--- src/rtl/alu_sequencer.sv ---
// Command-driven front end for a combinational ALU: holds the A/B/F operand registers and issues EXEC commands.
// It captures the ALU result and flags, then returns them over a valid/ready response stream.
module alu_sequencer #(
    parameter int n = 4
) (
    input  logic         clk,
    input  logic         rst_n,
    input  logic         cmd_valid,
    output logic         cmd_ready,
    input  logic [1:0]   cmd_kind,
    input  logic [3:0]   cmd_ctrl,
    input  logic         cmd_wb,
    input  logic [n-1:0] cmd_data,
    output logic [n-1:0] ALUA,
    output logic [n-1:0] ALUB,
    output logic         ALUFlagIn,
    output logic [3:0]   ALUControl,
    input  logic [n-1:0] ALUResult,
    input  logic [1:0]   ALUFlags,
    output logic         rsp_valid,
    input  logic         rsp_ready,
    output logic [n-1:0] rsp_result,
    output logic [1:0]   rsp_flags,
    output logic         busy,
    output logic [7:0]   exec_count
);

    typedef enum logic [1:0] {IDLE, DRIVE, RESP} state_t;

    localparam logic [1:0] K_LOAD_A = 2'b00;
    localparam logic [1:0] K_LOAD_B = 2'b01;
    localparam logic [1:0] K_EXEC   = 2'b10;
    localparam logic [1:0] K_SETF   = 2'b11;

    state_t       state, state_nxt;
    logic [n-1:0] a_q, b_q;
    logic         f_q;
    logic [3:0]   ctrl_q;
    logic         wb_q;
    logic         cmd_fire, rsp_fire;

    assign cmd_fire = cmd_valid && cmd_ready;
    assign rsp_fire = rsp_valid && rsp_ready;

    always_ff @(posedge clk or negedge rst_n) begin
        if (!rst_n) state <= IDLE;
        else        state <= state_nxt;
    end

    always_comb begin
        state_nxt = state;
        case (state)
            IDLE:    if (cmd_fire && cmd_kind == K_EXEC) state_nxt = DRIVE;
            DRIVE:   state_nxt = RESP;
            RESP:    if (rsp_fire) state_nxt = IDLE;
            default: state_nxt = IDLE;
        endcase
    end

    // Handshake outputs decode straight from state, so reset drops rsp_valid asynchronously.
    always_comb begin
        cmd_ready = (state == IDLE);
        rsp_valid = (state == RESP);
        busy      = (state != IDLE);
    end

    always_ff @(posedge clk or negedge rst_n) begin
        if (!rst_n) begin
            a_q        <= '0;
            b_q        <= '0;
            f_q        <= 1'b0;
            ctrl_q     <= '0;
            wb_q       <= 1'b0;
            rsp_result <= '0;
            rsp_flags  <= '0;
            exec_count <= '0;
        end else begin
            if (cmd_fire) begin
                case (cmd_kind)
                    K_LOAD_A: a_q <= cmd_data;
                    K_LOAD_B: b_q <= cmd_data;
                    K_SETF:   f_q <= cmd_data[0];
                    K_EXEC: begin
                        ctrl_q <= cmd_ctrl;
                        wb_q   <= cmd_wb;
                    end
                    default: ;
                endcase
            end
            // ALU inputs have been stable for the whole DRIVE cycle; sample its outputs now.
            if (state == DRIVE) begin
                rsp_result <= ALUResult;
                rsp_flags  <= ALUFlags;
                f_q        <= ALUFlags[0];
                if (wb_q) a_q <= ALUResult;
            end
            if (rsp_fire) exec_count <= exec_count + 8'd1;
        end
    end

    assign ALUA       = a_q;
    assign ALUB       = b_q;
    assign ALUFlagIn  = f_q;
    assign ALUControl = ctrl_q;

endmodule

--- config.mk ---
export PLATFORM = sky130hd
export DESIGN_NAME = alu_sequencer
export DESIGN_NICKNAME = d
export VERILOG_FILES = /design/src/rtl/alu_sequencer.sv
export SDC_FILE = /design/constraint.sdc
export NUM_CORES = 1
export LEC_CHECK = 0
export ABC_AREA = 1
export ABC_CLOCK_PERIOD_IN_PS = 1560
export BUFFER_PORTS_ARGS = -buffer_cell sky130_fd_sc_hd__buf_2
export CORE_MARGIN = 2
export CORE_UTILIZATION = 40
export CTS_CLUSTER_DIAMETER = 60
export DETAILED_ROUTE_END_ITERATION = 10
export HOLD_SLACK_MARGIN = 0.06
export PLACE_DENSITY_LB_ADDON = 0.25
export SLEW_MARGIN = 20
export SYNTH_ARGS = -nofsm -noshare
export SYNTH_HDL_FRONTEND = slang
export SYNTH_SLANG_ARGS = --single-unit
--- constraint.sdc ---
create_clock -name clk -period 1.56 [get_ports clk]
set_input_delay 0.312 -clock clk [delete_from_list [all_inputs] [get_ports clk]]
set_output_delay 0.312 -clock clk [all_outputs]
set_load 0.03 [all_outputs]
==> run metrics, run 1 <==
met2 WL=1380 um; CORE AREA=0.00336 mm^2; HPWL after DPL=2260 um; Num CTS Buffers=5; Post-Synth Simple-Gate Area=33.9%; PwrDens=1400 mW/mm^2; count leader, synth=nand2_1; Final Hold Fails=0; Mapped Cells=171; DR iter-0 viols=68; Clock Path Buffers=2; adder and majority gate portion of the synthesized area=0.882%; pre-CTS setup slack=0.257 ns; HP Start=cmd_ctrl[1]; WL per Instance=10.5 um; DR top layer=met4; Hold Path Class=input pin to flop; FP Rows=21; CP Data Required Time=1.25 ns; Compound-Gate Fraction of Synth Area=3.09%; synth cell count leaders=73 x nand2_1, 30 x dfrtp_1, 24 x inv_1; CTS tree=built; Cell Area, Synth=0.00142 mm^2; die height=63.6 um; Yosys cell types=19; first-pass GRT wire length=5150 um; Post-synth ARST share=100%; Synth area leader=dfrtp_1; GP Congestion=0.784; count of final setup violators=0; M1 wire length=1350 um; flop and latch count out of synthesis=30; Post-synth top flop=dfrtp_1; FF-to-FF End=ALUFlagIn$_DFFE_PN0P_; clk_lat worst skew=0.32 ns; GRT Total Usage=16.4%; pin count of the biggest net entering global routing=31; met3 routed WL=167 um; Avg Inst Size Synth=8.30 um^2; Final Skew=0.0100 ns; Hold Slack=0.184 ns; worst reg-to-reg setup slack=0.29 ns; Worst Hold End=ALUControl[1]$_DFFE_PN0P_; CTS sink count=30; H-Tree Depth=2; status=completed; drc violations=0; grt total ovfl=0; drt first pass iters=4; Yosys top cell area share=52.9%; Detail Route Antenna Nets=0; Final Instance Area=0.00184 mm^2; Reg clk slew, reported paths=0.09 ns; initial antenna violation count=0; Worst slew margin=75.0%; top post-synthesis cells by area=dfrtp_1 53%, nand2_1 19%, inv_1 6.3%, nand3_4 3.7%, nand3_1 2.8%; nature of the critical path endpoint=output pin; largest family of logic cells by synthesized area=simple AND/OR/NAND/NOR gates; sequential-to-total area share from yosys stat=52.9%; area delta synth->final=29.8%; number of vias per cell=4.49; Worst Tran Pin Value=0.376 ns; final period utilization=92.9%; Peak VDD IR=0.000583 V; Non-Filler Instances=279; synth warn=0; Final Max Slew Viols=0; WP data arrival=1.14 ns; CP Max Fanout=4; placed cell area=0.00173 mm^2; dpl cells=268; leakage power=1.07 nW; final worst slack=0.111 ns; diode count=0; Critical Path Source Type=flop; RSZ-0062 raised after global routing=no; CP Class=flop to output pin; DIE WIDTH=63.6 um; Max-Cap Viols=0; die area=0.00404 mm^2; io pins=51; vias in the first global route=1206; min cycle time layout=1.45 ns; r2r worst-path depth=7; Synthesized Nets=193; final wirelength=2930 um; Final nets=254; FF-to-FF Start=state[1]$_DFFE_PN0P_; maximum operating frequency=690 MHz; fraction of layout cells with a size suffix above 1=32.2%; CTS root buffer=clkbuf_4; Post-synth EDFFs=0; initial core utilization=42.2%; Setup TNS=0 ns; Synth Area in XOR/XNOR=1.85%; count of input and output buffers=50; Vias=1253; mux contribution to synthesized area=0%; Hold Path Cell Cnt=3
## stage by stage
step / util [%] / power [mW]
floorplan: - / 1.73
global placement: 51.6 / 2.03
detailed placement: 51.6 / 2.04
CTS: 54.5 / 2.62
global route: 54.8 / 2.77
finish: 54.8 / 2.59
## worst max-delay path by stage
stage / slack (ns) / cells past startpoint / end / from
2_1_floorplan: 0.26 / 2 / busy / state[1]$_DFFE_PN0P_
6_report: 0.11 / 3 / rsp_valid / state[1]$_DFFE_PN0P_
3_5_place_dp: 0.26 / 7 / ALUControl[2]$_DFFE_PN0P_ / state[1]$_DFFE_PN0P_
3_3_place_gp: 0.28 / 7 / ALUControl[2]$_DFFE_PN0P_ / state[1]$_DFFE_PN0P_
4_1_cts: 0.03 / 3 / rsp_valid / state[1]$_DFFE_PN0P_
5_1_grt: 0.02 / 3 / rsp_valid / state[1]$_DFFE_PN0P_
## layout make-up
class,count,area [um^2]
fill,363,1520
sequential,30,752
multi-input combinational,114,563
timing repair buffer,54,285
inverter,27,105
clock buffer,8,78.8
tap,46,57.6
## worst max-delay path: stages (launching register included)
cell and delay (ns):
dfrtp_2 0.43, inv_1 0.05, nor2_1 0.15, buf_4 0.19
## where the power goes
part	switching (mW)	internal [mW]	leakage [nW]	total, mW
clock network	0.259	0.308	0.0446	0.566
logic	0.659	0.276	0.652	0.935
registers	0.125	0.961	0.375	1.09
total	1.04	1.54	1.07	2.59
## what timing repair did
item / 4_1_cts / 5_1_grt
resized for setup: 1 / 2
buffers inserted: 1 / 1
hold buffers: 1 / 0
hold endpoints to repair: 30 / 0
pin swaps: 1 / 0
setup endpoints to repair: 3 / 1
## registers in the layout, summed over array words and instances (netlist names)
signal      flops
ALUA            4
ALUB            4
ALUControl      4
ALUFlagIn       1
exec_count      8
rsp_flags       2
rsp_result      4
state           2
wb_q            1
## logic make-up after synthesis
kind of cell    after synthesis
simple gates                102
fa+ha+maj                     1
flops                        30
compound gates                8
xor+xnor                      3
buf+inv                      27
## layout by cell type (no fill, tap or decap), drive strengths merged
cell         Yosys  layout
nand4            5       5
clkbuf           0       8
nand3           11      11
nand2           75      75
nand3b           1       1
dlygate4sd3      0       1
nor2            10      10
xor2             3       3
a21oi            1       1
clkinv           1       1
o21ai            7       7
dfrtp           30      30
buf              0      53
inv             26      26
ha               1       1
## layer usage
| layer | track usage [%] | up-vias |
|---|---|---|
| met1 | 20.8 | 564 |
| met2 | 26.6 | 39 |
| li1 | - | 645 |
| met3 | 4.11 | 5 |
| met5 | 0 | - |
| met4 | 6.52 | 0 |
Note: power is estimated with default switching activity, not from simulation.
==> run 2: changes to the inputs <==
--- a/config.mk
+++ b/config.mk
@@ -6,12 +6,14 @@
 export NUM_CORES = 1
 export LEC_CHECK = 0
 export ABC_AREA = 1
-export ABC_CLOCK_PERIOD_IN_PS = 1560
+export ABC_CLOCK_PERIOD_IN_PS = 1190
 export BUFFER_PORTS_ARGS = -buffer_cell sky130_fd_sc_hd__buf_2
 export CORE_MARGIN = 2
 export CORE_UTILIZATION = 40
 export CTS_CLUSTER_DIAMETER = 60
 export DETAILED_ROUTE_END_ITERATION = 10
+export GPL_ROUTABILITY_DRIVEN = 0
+export GPL_TIMING_DRIVEN = 1
 export HOLD_SLACK_MARGIN = 0.06
 export PLACE_DENSITY_LB_ADDON = 0.25
 export SLEW_MARGIN = 20
==> constraint.sdc (replaced) <==
create_clock -name clk -period 1.19 [get_ports clk]
set_input_delay 0.238 -clock clk [delete_from_list [all_inputs] [get_ports clk]]
set_output_delay 0.238 -clock clk [all_outputs]
set_load 0.03 [all_outputs]
==> run 2 against run 1 <==
The flow now finishes with violations (negative setup slack); sequential share of layout area fell by 4.7 points; largest power group is now combinational cells; die area did not move; clock power fell by 2%; critical path depth fell by 1; non-clock buffer count rose by 20; first-iteration DRC count fell by 15%; cell area rose by 14%.
==> run metrics, run 2 (synthesis gave the netlist of run 1 again) <==
first-pass GRT wire length=5350 um (+3.9%); drc violations=0 (unchanged); H-Tree Depth=2 (unchanged); status=finished with violations; Critical Path Source Type=flop; final wirelength=3140 um (+7.0%); Final Max Slew Viols=0 (unchanged); dpl cells=273 (+1.9%); Reg clk slew, reported paths=0.08 ns (about the same); GRT Total Usage=17.5% (+1.2 points); violated checks=negative setup slack; CTS root buffer=clkbuf_4; commonest non-fill, non-tap cell in the layout=nand2_1; RSZ-0062 raised after global routing=yes; HP Start=cmd_ctrl[1]; min cycle time layout=1.33 ns; Num CTS Buffers=5 (unchanged); Max-Cap Viols=0 (unchanged); final period utilization=111%; clk_lat worst skew=0.32 ns (about the same); Worst Tran Pin Value=0.380 ns (+0.00435 ns); pre-CTS setup slack=-0.000176 ns (-0.257 ns); grt total ovfl=0 (unchanged); CP Data Required Time=0.95 ns (-0.30 ns); Final nets=274 (+7.9%); Hold Path Class=input pin to flop; CP Class=flop to output pin; nature of the critical path endpoint=output pin; Overall Power=3.58 mW (+38%); leakage power=1.19 nW (+11%); number of vias per cell=4.38 (-2.4%); initial core utilization=42.2% (unchanged); maximum operating frequency=754 MHz; DIE WIDTH=63.6 um (unchanged); max reg flops=8 (unchanged); initial antenna violation count=0 (unchanged); area delta synth->final=47.6%; Fillers=308 (-15%); CTS tree=built; pin count of the biggest net entering global routing=17 (-45%); diode count=0 (unchanged); CP Max Fanout=3 (-1); Peak VDD IR=0.000761 V (+31%); FP Rows=21 (unchanged); WL per Instance=10.5 um (-0.14%); Detail Route Antenna Nets=0 (unchanged); CTS sink count=30 (unchanged); die area=0.00404 mm^2 (unchanged); DR iter-0 viols=58 (-15%); PwrDens=1710 mW/mm^2 (+22%); die height=63.6 um (unchanged); Final Skew=0.00366 ns (-0.00635 ns); Final Hold Fails=0 (unchanged); Vias=1311 (+4.6%); count of input and output buffers=50 (unchanged); fraction of layout cells with a size suffix above 1=40.7% (+8.5 points); CP Buf/Inv Count=1 (-1); most frequent cells in the layout=72 x nand2_1, 34 x buf_2, 25 x dfrtp_1; io pins=51 (unchanged); Largest Register=exec_count; Non-Filler Instances=299 (+7.2%); drt first pass iters=5 (+1); critical path startpoint=state[1]$_DFFE_PN0P_; WP data arrival=1.09 ns (-0.05 ns); Clock Path Buffers=2 (unchanged); CP Cell Sequence=nor2_4, buf_4; vias in the first global route=1218 (+1.0%); count of final setup violators=26 (+26); Crit path max-delay family=flip-flops; crit-path max cell delay=0.44 ns (about the same); FF-to-FF Start=state[1]$_DFFE_PN0P_; final worst slack=-0.136 ns (-0.247 ns); CP max stage cell=dfrtp_2; CORE AREA=0.00336 mm^2 (unchanged); HPWL after DPL=2330 um (+3.2%); Worst slew margin=74.7% (-0.29 points)
-- run 2: cell count changes in the layout (fill, tap and decap cells not counted), sizes merged --
cell,delta
buf,+18
clkbuf,+2
-- run 2: area by class of cell --
cell class	instances	area, um^2	share of cell area [%]
flip-flops and latches	30	757	36.1
multi-input cells	114	584	27.9
repair buffers	74	539	25.7
inverters	27	108	5.14
well taps	46	57.6	2.75
clock buffers	8	48.8	2.33
-- run 2: power by group --
part	switching, mW	internal, mW	leakage [nW]
sequential	0.169	1.27	0.370
clock	0.317	0.235	0.0265
combinational	0.942	0.643	0.793
total	1.43	2.15	1.19
-- run 2: timing repair --
item                                    4_1_cts  5_1_grt
buffers inserted                              7       10
hold buffers                                  1        0
gates cloned                                  0        0
endpoints found under the hold margin        14        0
resized for setup                            12       37
pin swaps                                     3        4
endpoints found under the setup margin        8       42
-- run 2: through the flow --
| step | utilization (%) | hold WS [ns] | area (um^2) | TNS, ns |
|---|---|---|---|---|
| floorplan | - | -0.0576 | 1430 | -0.360 |
| global placement | 53.6 | 0.172 | 1800 | 0 |
| detailed placement | 53.6 | 0.176 | 1800 | -0.000176 |
| CTS | 57.8 | 0.0926 | 1950 | -0.884 |
| global route | 62.3 | 0.0943 | 2090 | -4.35 |
| finish | 62.3 | 0.107 | 2090 | -1.82 |
-- run 2: path summary, 6_finish.rpt --
| check | endpoint | slack [ns] | cells past startpoint |
|---|---|---|---|
| min in group asynchronous | ALUA[2]$_DFF_PN0_ | 0.36 | 2 |
| min | ALUControl[1]$_DFFE_PN0P_ | 0.11 | 3 |
| min reg2reg | rsp_result[2]$_DFFE_PN0N_ | 0.47 | 2 |
| max reg2reg | ALUFlagIn$_DFFE_PN0P_ | -0.13 | 8 |
| max | cmd_ready | -0.14 | 2 |
| max in group asynchronous | exec_count[0]$_DFFE_PN0P_ | 0.41 | 3 |
-- run 2: tightest hold or removal path, delay by kind of cell --
family	cells	cell delay, ns
AND/OR/NAND/NOR	2	0.08
buffers and inverters	1	0.07
-- run 2: per-layer routing --
metal / vias up / GRT usage (%) / share of wire [%]
met1: 573 / 22.7 / 45
li1: 684 / - / -
met2: 50 / 26.1 / 45
met4: 0 / 5.71 / 1.4
met3: 4 / 7.86 / 8.5
met5: - / 0 / 0
==> run 3: changes to the inputs <==
--- a/config.mk
+++ b/config.mk
@@ -11,10 +11,12 @@
 export CORE_MARGIN = 2
 export CORE_UTILIZATION = 40
 export CTS_CLUSTER_DIAMETER = 60
+export CTS_CLUSTER_SIZE = 25
 export DETAILED_ROUTE_END_ITERATION = 10
 export GPL_ROUTABILITY_DRIVEN = 0
 export GPL_TIMING_DRIVEN = 1
 export HOLD_SLACK_MARGIN = 0.06
+export MAX_ROUTING_LAYER = met4
 export PLACE_DENSITY_LB_ADDON = 0.25
 export SLEW_MARGIN = 20
 export SYNTH_ARGS = -nofsm -noshare
==> run 3 against run 2 <==
The run still ends with negative setup slack left; final cell count is 0.33% lower; maximum frequency decreased by 0.18%; count of clock-buffer cells in the layout unchanged; sequential cell count unchanged; combinational power about the same; largest cell class unchanged; largest power group unchanged.
==> run metrics, run 3 (synthesis gave the netlist of run 1 again) <==
drt first pass iters=4 (-1); Num CTS Buffers=5 (unchanged); Vias=1306 (-0.38%); Worst slew margin=74.7% (about the same); Hold Path Cell Cnt=3 (unchanged); initial core utilization=42.2% (unchanged); Non-Filler Instances=298 (-0.33%); Hold Path Class=input pin to flop; CP Class=flop to output pin; number of vias per cell=4.38 (about the same); CP Buf/Inv Count=1 (unchanged); count of final setup violators=26 (unchanged); Max-Cap Viols=0 (unchanged); nature of the critical path endpoint=output pin; cell depth of the worst setup path=2 (unchanged); final period utilization=112% (+0.21 points); die area=0.00404 mm^2 (unchanged); count of input and output buffers=50 (unchanged); die height=63.6 um (unchanged); maximum operating frequency=753 MHz (-0.18%); Final Hold Fails=0 (unchanged); CTS tree=built; pin count of the biggest net entering global routing=17 (unchanged); CP Max Fanout=3 (unchanged); FP Rows=21 (unchanged); Worst Tran Pin Value=0.380 ns (+0.00000811 ns); initial antenna violation count=0 (unchanged); commonest non-fill, non-tap cell in the layout=nand2_1; DIE WIDTH=63.6 um (unchanged); crit-path max cell delay=0.44 ns (about the same); H-Tree Depth=2 (unchanged); HPWL after DPL=2330 um (unchanged); RSZ-0062 raised after global routing=yes; WP data arrival=1.09 ns (about the same); first-pass GRT wire length=5350 um (unchanged); GRT Total Usage=17.9% (+0.38 points); Critical Path Source Type=flop; CP Data Required Time=0.95 ns (about the same); area delta synth->final=46.2%; Crit path max-delay family=flip-flops; CP max stage cell=dfrtp_2; diode count=0 (unchanged); DR iter-0 viols=56 (-3.4%); r2r worst-path depth=8 (unchanged); final worst slack=-0.138 ns (-0.00246 ns); fraction of layout cells with a size suffix above 1=40.5% (-0.24 points); Final Skew=0.00311 ns (-0.000559 ns); most frequent cells in the layout=72 x nand2_1, 36 x buf_2, 25 x dfrtp_1; violated checks=negative setup slack; Fillers=310 (+0.65%); vias in the first global route=1217 (-0.082%); clk_lat worst skew=0.32 ns (about the same); pre-CTS setup slack=-0.000176 ns (unchanged); WL per Instance=10.5 um (-0.34%); Detail Route Antenna Nets=0 (unchanged); drc violations=0 (unchanged); final wirelength=3120 um (-0.67%); Reg clk slew, reported paths=0.08 ns (about the same); Peak VDD IR=0.000761 V (about the same); grt total ovfl=0 (unchanged); CTS root buffer=clkbuf_4; CORE AREA=0.00336 mm^2 (unchanged); CP Cell Sequence=nor2_4, buf_4; Final Max Slew Viols=0 (unchanged); io pins=51 (unchanged); dpl cells=273 (unchanged); PwrDens=1710 mW/mm^2 (about the same); min cycle time layout=1.33 ns (+0.00246 ns); Final nets=273 (-0.36%); leakage power=1.18 nW (-0.71%); max reg flops=8 (unchanged); Hold Slack=0.105 ns (-0.00205 ns); Largest Register=exec_count; status=finished with violations; CTS sink count=30 (unchanged); Clock Path Buffers=2 (unchanged)
[run 3: cell types whose count changed in the layout (fill, tap and decap cells not counted)]
cell   delta
buf_2     +2
buf_4     -1
buf_6     -2
[run 3: final cells by class]
class	count	area, um^2	share of cell area [%]
inverters	27	108	5.19
flip-flops and latches	30	757	36.5
multi-input cells	114	584	28.2
well taps	46	57.6	2.77
clock buffers	8	48.8	2.35
repair buffers	73	519	25.0
[run 3: worst paths after layout]
kind                                           start                         to  slack (ns)
min reg2reg                rsp_result[2]$_DFFE_PN0N_  rsp_result[2]$_DFFE_PN0N_        0.47
min                                      cmd_ctrl[2]  ALUControl[2]$_DFFE_PN0P_        0.10
max                             state[1]$_DFFE_PN0P_                  cmd_ready       -0.14
max reg2reg                     state[1]$_DFFE_PN0P_      ALUFlagIn$_DFFE_PN0P_       -0.13
min in group asynchronous                      rst_n          ALUA[2]$_DFF_PN0_        0.36
max in group asynchronous                      rst_n  exec_count[0]$_DFFE_PN0P_        0.41
[run 3: metal layers]
| layer | global-route usage (%) | vias to the layer above | part of all wire, % |
|---|---|---|---|
| met5 | - | - | 0 |
| met4 | 5.71 | 0 | 1.5 |
| met3 | 6.43 | 7 | 7.0 |
| met2 | 26.1 | 43 | 44 |
| met1 | 23.3 | 573 | 48 |
| li1 | - | 683 | - |
[run 3: through the flow]
step / cell area, um^2 / TNS (ns) / util (%) / total power [mW]
after floorplan: 1430 / -0.360 / - / 2.28
after global placement: 1800 / 0 / 53.6 / 2.72
after detailed placement: 1800 / -0.000176 / 53.6 / 2.72
after CTS: 1950 / -0.884 / 57.8 / 3.43
after global routing: 2070 / -4.34 / 61.7 / 3.79
final: 2070 / -1.84 / 61.7 / 3.54
[run 3: timing repair]
action / 4_1_cts / 5_1_grt
hold buffers: 1 / 0
setup buffers: 7 / 9
resized for setup: 12 / 31
cloned: 0 / 0
endpoints found under the hold margin: 14 / 0
endpoints found under the setup margin: 8 / 39
pin swaps: 3 / 4
[run 3: power breakdown]
part / internal, mW / switching [mW] / total, mW
Combinational: 0.614 / 0.938 / 1.55
Sequential: 1.27 / 0.167 / 1.44
Clock: 0.235 / 0.319 / 0.554
[run 3: worst register-to-register path, stage by stage, from the launching register on]
cell     delay (ns)
dfrtp_2        0.44
buf_4          0.14
buf_6          0.12
nor2_4         0.19
inv_2          0.10
o21ai_2        0.07
nand2_1        0.06
nand2_1        0.05
nand2_1        0.05
